==> src/rtl/boton_evento_pkg.sv <==
// Shared definitions for the button event classifier.
//   boton_state_e : FSM state encoding (ARM=0, IDLE=1, PRESSED=2, HELD=3)
//   max_u         : helper used to size the shared press/repeat counter
package boton_evento_pkg;

  typedef enum logic [1:0] {
    StArm     = 2'd0,
    StIdle    = 2'd1,
    StPressed = 2'd2,
    StHeld    = 2'd3
  } boton_state_e;

  function automatic int unsigned max_u(input int unsigned a, input int unsigned b);
    return (a > b) ? a : b;
  endfunction

endpackage

==> src/rtl/boton_evento_if.sv <==
// Button event bundle between the debounce stage and the mode FSM.
//   boton_db     : debounced level, 0 = pressed, idle 1
//   short_press  : 1-cycle pulse, released before the long threshold
//   long_press   : 1-cycle pulse, press reached the long threshold
//   repeat_press : 1-cycle pulse per repeat period while held
//   held         : level, high while a press is being tracked
// master = producer of boton_db / consumer of events; slave = the classifier.
interface boton_evento_if;
  logic boton_db;
  logic short_press;
  logic long_press;
  logic repeat_press;
  logic held;

  modport master (
    output boton_db,
    input  short_press,
    input  long_press,
    input  repeat_press,
    input  held
  );

  modport slave (
    input  boton_db,
    output short_press,
    output long_press,
    output repeat_press,
    output held
  );
endinterface

==> src/rtl/boton_evento.sv <==
// Classifies debounced button presses into single-cycle short/long/repeat pulses.
// Ports:
//   clk   : system clock
//   reset : synchronous, active-low reset (forces ARM, all outputs 0)
//   bus   : boton_evento_if.slave (boton_db in; short/long/repeat pulses and held out)
// Optional feature: define BOTON_REPEAT_EN to emit repeat_press every REPEAT_CYCLES
// while held; otherwise repeat_press is tied low and the counter idles in HELD.
module boton_evento
  import boton_evento_pkg::*;
#(
  parameter int unsigned LONG_CYCLES   = 20,
  parameter int unsigned REPEAT_CYCLES = 8
) (
  input logic            clk,
  input logic            reset,
  boton_evento_if.slave  bus
);

  localparam int unsigned CntMax = max_u(LONG_CYCLES, REPEAT_CYCLES);
  localparam int unsigned CntW   = $clog2(CntMax + 1);

  localparam logic [CntW-1:0] LongLast = CntW'(LONG_CYCLES - 1);

  boton_state_e    state_q, state_d;
  logic [CntW-1:0] cnt_q, cnt_d;
  logic            short_q, short_d;
  logic            long_q, long_d;
  logic            repeat_q, repeat_d;
  logic            held_q, held_d;

  always_ff @(posedge clk) begin
    if (!reset) begin
      state_q  <= StArm;
      cnt_q    <= '0;
      short_q  <= 1'b0;
      long_q   <= 1'b0;
      repeat_q <= 1'b0;
      held_q   <= 1'b0;
    end else begin
      state_q  <= state_d;
      cnt_q    <= cnt_d;
      short_q  <= short_d;
      long_q   <= long_d;
      repeat_q <= repeat_d;
      held_q   <= held_d;
    end
  end

  always_comb begin
    state_d  = state_q;
    cnt_d    = cnt_q;
    short_d  = 1'b0;
    long_d   = 1'b0;
    repeat_d = 1'b0;
    held_d   = held_q;

    case (state_q)
      // A press held through reset must be released before it can count.
      StArm: begin
        if (bus.boton_db) state_d = StIdle;
      end

      StIdle: begin
        if (!bus.boton_db) begin
          state_d = StPressed;
          cnt_d   = '0;
          held_d  = 1'b1;
        end
      end

      // Release wins over a simultaneous threshold hit.
      StPressed: begin
        if (bus.boton_db) begin
          state_d = StIdle;
          cnt_d   = '0;
          short_d = 1'b1;
          held_d  = 1'b0;
        end else if (cnt_q == LongLast) begin
          state_d = StHeld;
          cnt_d   = '0;
          long_d  = 1'b1;
        end else begin
          cnt_d = cnt_q + 1'b1;
        end
      end

      StHeld: begin
        if (bus.boton_db) begin
          state_d = StIdle;
          cnt_d   = '0;
          held_d  = 1'b0;
        end else begin
`ifdef BOTON_REPEAT_EN
          if (cnt_q == CntW'(REPEAT_CYCLES - 1)) begin
            repeat_d = 1'b1;
            cnt_d    = '0;
          end else begin
            cnt_d = cnt_q + 1'b1;
          end
`else
          cnt_d = '0;
`endif
        end
      end

      default: begin
        state_d = StArm;
        cnt_d   = '0;
        held_d  = 1'b0;
      end
    endcase
  end

  assign bus.short_press  = short_q;
  assign bus.long_press   = long_q;
  assign bus.repeat_press = repeat_q;
  assign bus.held         = held_q;

endmodule

==> src/flat_wrapper.sv <==
// flat-port wrapper written by rule: the top's interface ports become plain ports
module boton_evento_flat import boton_evento_pkg::*;
#(
  parameter int unsigned LONG_CYCLES   = 20,
  parameter int unsigned REPEAT_CYCLES = 8
)
  (clk, reset, bus_boton_db, bus_short_press, bus_long_press, bus_repeat_press, bus_held);
  boton_evento_if bus_i ();
  input logic clk;
  input logic reset;
  input wire logic [$bits(bus_i.boton_db)-1:0] bus_boton_db;
  output wire logic [$bits(bus_i.short_press)-1:0] bus_short_press;
  output wire logic [$bits(bus_i.long_press)-1:0] bus_long_press;
  output wire logic [$bits(bus_i.repeat_press)-1:0] bus_repeat_press;
  output wire logic [$bits(bus_i.held)-1:0] bus_held;
  assign bus_i.boton_db = bus_boton_db;
  assign bus_short_press = bus_i.short_press;
  assign bus_long_press = bus_i.long_press;
  assign bus_repeat_press = bus_i.repeat_press;
  assign bus_held = bus_i.held;
  boton_evento #(.LONG_CYCLES(LONG_CYCLES), .REPEAT_CYCLES(REPEAT_CYCLES)) u_core (.clk(clk), .reset(reset), .bus(bus_i));
endmodule
==> config.mk <==
export PLATFORM = sky130hd
export DESIGN_NAME = boton_evento_flat
export DESIGN_NICKNAME = d
export VERILOG_FILES = /design/src/rtl/boton_evento_pkg.sv /design/src/rtl/boton_evento_if.sv /design/src/rtl/boton_evento.sv /design/src/flat_wrapper.sv
export SDC_FILE = /design/constraint.sdc
export NUM_CORES = 1
export LEC_CHECK = 0
export ABC_CLOCK_PERIOD_IN_PS = 1400
export BUFFER_PORTS_ARGS = -buffer_cell sky130_fd_sc_hd__buf_2
export CAP_MARGIN = 20
export CORE_AREA = 3 3 40 42
export CTS_BUF_LIST = sky130_fd_sc_hd__clkbuf_4 sky130_fd_sc_hd__clkbuf_8
export DETAILED_ROUTE_END_ITERATION = 6
export DIE_AREA = 0 0 43 45
export PLACE_DENSITY_LB_ADDON = 0.25
export SLEW_MARGIN = 5
export SYNTH_ARGS = -nofsm -noshare
export SYNTH_HDL_FRONTEND = slang
export SYNTH_SLANG_ARGS = --single-unit
==> constraint.sdc <==
create_clock -name clk -period 1.4 [get_ports clk]
set_clock_uncertainty 0.1 [all_clocks]
set_input_delay 0.07 -clock clk [delete_from_list [all_inputs] [get_ports clk]]
set_output_delay 0.07 -clock clk [all_outputs]
set_load 0.01 [all_outputs]
---- Word level (Yosys, flattened, before mapping) ----
Cells that the tools add are included.
word-level totals
  flip-flop bits (word level) ............. 10
  memories kept ........................... 0
  latch bits .............................. 0
  word-level logic and storage cells ...... 40
  output and inout bits ................... 4
  bits in writable memories ............... 0
  ROM bits ................................ 0
cells by class
  bitwise gates (word level) .............. 2
  mux-type cells .......................... 14
  $add $sub $neg .......................... 1
  magnitude comparators ................... 0
  shifts and indexed selects .............. 0
  reductions and logical operators ........ 10
  equal/unequal tests ..................... 8
  multiply operators ...................... 0
  div/mod/pow operators ................... 0
operators with widths
  cell                                            count
  two-way mux 5 bit                               3
  one-hot mux 5 bit (3 select lines)              1
  two-way mux 2 bit                               4
  one-hot mux 2 bit (3 select lines)              1
  AND reduction 3 bit                             2
  adder 5 x 1 -> 5 bit (second input constant)    1
  == test 5 bit (second input constant)           1
  == test 2 bit (second input constant)           2
  two-way mux 1 bit                               4
  != test 2 x 1 -> 1 bit (second input constant)  2
  AND reduction 2 bit                             2
  OR reduction 2 bit                              2
  != test 3 x 2 -> 1 bit (second input constant)  1
  nonzero test 3 bit                              1
  OR reduction 3 bit                              1
  == test 2 x 1 -> 1 bit (second input constant)  1
  zero test 2 bit                                 1
  != test 2 bit (second input constant)           1
  inverter 1 bit                                  2
  one-hot mux 1 bit (2 select lines)              1
  nonzero test 2 bit                              1

---- Logic depth before layout (Yosys ltp) ----
  word-level depth ........................ 4
  gate-level depth with buffers ........... 5

---- Worst setup path before layout ----
OpenSTA, ideal clock, no wires.
  kind .................................... reg-to-reg
  start ................................... reg u_core.state_q[1]
  end ..................................... reg u_core.held_q, in the netlist u_core.bus.held
  stages on the path, launching flop included .. 6
  path buffers ............................ 0
  data arrival time ....................... 1.418 ns
  setup time .............................. 0.072 ns
  slack ................................... -0.189 ns
  cells stage by stage .................... dfxtp_1 > inv_1 > ha_1 > and2_1 > or4_1 > a21oi_1
on the way
  cells in the longest elaborated chain, start to end .. 4
  elaborated cells on any way between the ends .. 9
  those cells by class .................... eq/ne (5); mux (1); reduce/logical (3)
RTL lines
  what                                                                                  RTL line            source
  from (decl)                                                                           boton_evento.sv:24  boton_state_e state_q, state_d;
  from (signal assigned)                                                                boton_evento.sv:33  state_q <= StArm;
  from (signal assigned)                                                                boton_evento.sv:40  state_q <= state_d;
  == test 2 bit                                                                         boton_evento.sv:57  case (state_q)
  OR reduction 2 bit (no source line)                                                   --
  != test 2 x 1 -> 1 bit (no source line) / nonzero test 2 bit (equally long branches)  --
  AND reduction 3 bit (no source line)                                                  --
  to (signal assigned)                                                                  boton_evento.sv:45  held_q <= held_d;
  to (decl)                                                                             boton_evento.sv:29  logic held_q, held_d;
Several ways; a longest one is shown, not always the timed one.
A chain may end at the register's enable or synchronous reset.

---- Final worst setup path ----
Same ends and word-level chain as after synthesis.

==> results.tsv <==
stage	metric	value	unit
outcome	status	finished, violations left	
worst_setup_path	Reg2Reg Launch Point	u_core.state_q[1]	
worst_setup_path	reg2reg end	u_core.bus.held	
layout	Layout Nets	94	
power_and_ir_drop	Peak VDD IR	1.10	mV
floorplan	chip height	45	um
timing	crit path time final	1.47	ns
route	number of routed nets with antenna violations	0	
route	vias per cell	5.59	
layout	fillers	96	
route	initial drt markers	3	
worst_hold_path	Worst Min Path Start	bus_boton_db	
worst_setup_path	crit path DAT	1.57	ns
synth	most common cell in the netlist	dfxtp_1	
worst_hold_path	worst min path class	in -> reg	
layout	Area growth syn-to-layout	42.7	%
synth	ys async rst share	0	%
worst_setup_path	crit path launch	u_core.state_q[1]	
timing	final worst slack	-0.0705	ns
global_route	first-pass GRT wire length	2090	um
timing	Final setup viols	6	
synth	Synth Cell Area	581	sq um
worst_setup_path	crit path launch type	flip-flop	
synth	number of flops mapped to enable cells by yosys	0	
timing	RSZ-0062 raised after global routing	yes	
timing	Final period util	105	%
global_route	GRT overflow	0	
synth	Synth Warn #	0	
layout	ratio of cells with drive above 1 in the final layout	45.9	%
global_route	vias in the first global route	516	
worst_setup_path	CP endpoint kind	flip-flop	
place	placed cell count	93	
clock_network	worst skew pair latency	0.26	ns
place	IO Port Bufs	5	
worst_setup_path	crit path kind	reg -> reg	
global_route	largest net degree at the start of global routing	10	
worst_setup_path	Worst EP required	1.50	ns
synth	Synth top area share	34.5	%
clock_network	clock-pin slew on the worst setup and hold paths	0.08	ns
floorplan	Starting Density	45.2	%
global_route	Global Route Usage Sum	14.6	%
synth	Post-Syn Instances	64	
worst_hold_path	WHS Path Cells	2	
worst_setup_path	worst reg2reg path depth	5	
synth	syn_area_per_cell	9.07	sq um
synth	top post-synthesis cells by count	10 x dfxtp_1, 6 x nor3_1, 5 x ha_1, 4 x a21oi_1	
place	Post-DP HPWL	927	um
clock_network	Num CTS Buffers	3	
timing	setup_tns	-0.173	ns
route	routed len/inst	13.6	um
worst_setup_path	CP Max Fanout	4	
global_route	initial antenna violation count	0	
clock_network	CTS root buf	clkbuf_4	
route	residual DRC count	0	
timing	endpoints failing hold	0	
power_and_ir_drop	pwr/cell area	1900	mW/mm^2
synth	Syn Nets	72	
job	Max Cap Viol	0	
route	DRT Pass-1 Iters	4	
clock_network	Clock Path Buffers	2	
synth	FF+latch count, synth	10	
power_and_ir_drop	Pleak	0.347	nW
floorplan	die footprint	0.00194	sq mm
route	total wire length	1360	um
synth	cell taking the most area after synthesis	dfxtp_1	
timing	f_max	680	MHz
synth	Synth area leaders	dfxtp_1 34%, ha_1 11%, nor3_1 5.2%	
synth	top_reg_cell synth	dfxtp_1	
layout	Layout Cells excl Fill	100	
floorplan	FP Rows	13	
timing	Final Slew Violations	0	
worst_setup_path	r2r setup slk	-0.07	ns
worst_hold_path	Hold Path End	u_core.bus.short_press	
floorplan	Chip Width	43	um
place	Placer Congestion	0.741	
synth	Seq/Total Area, Yosys	34.5	%
floorplan	Core ar.	0.00128	sq mm
clock_network	TritonCTS Sinks	10	
clock_network	H-tree Lvls	1	
floorplan	Ports	7	
clock_network	CTS tree	yes	
outcome	failing checks	negative setup slack	
synth	distinct cell type count after synthesis	31	
layout	Ant. Diodes	0	
route	vias	559	
-- state kept, by name, indices dropped and copies added (netlist names) --
register,flops
u_core.bus.held,1
u_core.bus.short_press,1
u_core.cnt_q,5
u_core.state_q,2
u_core.bus.long_press,1
-- per-layer routing --
metal	global-route usage, %	vias up	part of all wire, %
met4	8.43	0	0.81
met2	23.7	5	47
met5	0	-	0
met1	17.6	270	49
li1	-	282	-
met3	3.59	2	2.3
-- placed cells by master (no fill, tap or decap), types with 2 or more instances in the layout --
master    synthesis  final
a21oi_1           4      3
a31oi_1           2      2
buf_2             0      5
buf_4             1     13
clkbuf_4          0      3
dfxtp_1          10      8
dfxtp_4           0      2
ha_1              5      2
ha_4              0      3
nand2_1           3      3
nand3_1           3      3
nand4_1           2      2
nor2_1            2      2
nor3_1            6      4
nor3_2            0      2
o21ai_0           3      3
or4_1             2      2
-- worst max-delay path by stage --
stage                      endpoint  cells past startpoint  slack [ns]
floorplan           u_core.bus.held                      5       -0.07
global placement    u_core.bus.held                      5       -0.06
detailed placement  u_core.bus.held                      5       -0.07
CTS                 u_core.bus.held                      5       -0.09
global route        u_core.cnt_q[4]                      5       -0.11
finish              u_core.bus.held                      5       -0.07
-- per-stage QoR --
stage | power (W) | hold slack, ns | instance area, sq um | utilization (%) | worst slack, ns
2_1_floorplan | 0.000922 | 0.121 | 636 | - | -0.0705
3_3_place_gp | 0.00120 | 0.271 | 743 | 57.8 | -0.0610
3_5_place_dp | 0.00121 | 0.275 | 743 | 57.8 | -0.0743
4_1_cts | 0.00153 | 0.0724 | 807 | 62.8 | -0.0897
5_1_grt | 0.00167 | 0.0938 | 828 | 64.5 | -0.108
6_report | 0.00157 | 0.0801 | 828 | 64.5 | -0.0705
-- power by group --
group | leakage (nW) | total [W] | internal [W] | switching, W
Clock | 0.0210 | 0.000266 | 0.000158 | 0.000109
Sequential | 0.0825 | 0.000413 | 0.000351 | 0.0000620
Combinational | 0.243 | 0.000892 | 0.000491 | 0.000402
Total | 0.347 | 0.00157 | 0.000999 | 0.000572
-- what timing repair did --
action | 4_1_cts | 5_1_grt
pin swaps | 3 | 3
gates resized for setup | 1 | 4
buffers inserted | 2 | 0
hold buffers | 1 | 0
setup endpoints to repair | 3 | 8
endpoints found under the hold margin | 1 | 0
-- cell families after synthesis --
family | count (synthesis) | synth area share [%]
AO/OA/AOI/OAI | 15 | 17.9
adder cells (fa/ha/maj) | 5 | 10.8
buffers and inverters | 6 | 5.82
flip-flops | 10 | 34.5
multiplexers | 1 | 1.72
other | 1 | 0.646
AND/OR/NAND/NOR | 26 | 28.7
-- critical path, stage by stage, from the launching register on --
cell and delay [ns]:
dfxtp_4 0.37, inv_4 0.05, ha_4 0.15, and2_4 0.15, or4_1 0.46, a21oi_1 0.12
-- final cells by class --
cell class | count | area (sq um) | share of cell area [%]
Tap cell | 15 | 18.8 | 2.27
Clock buffer | 4 | 36.3 | 4.38
Timing Repair Buffer | 19 | 133 | 16.0
Multi-Input combinational cell | 48 | 410 | 49.5
Sequential cell | 10 | 208 | 25.1
Inverter | 4 | 22.5 | 2.72
Power figures use the tool's default switching activity.
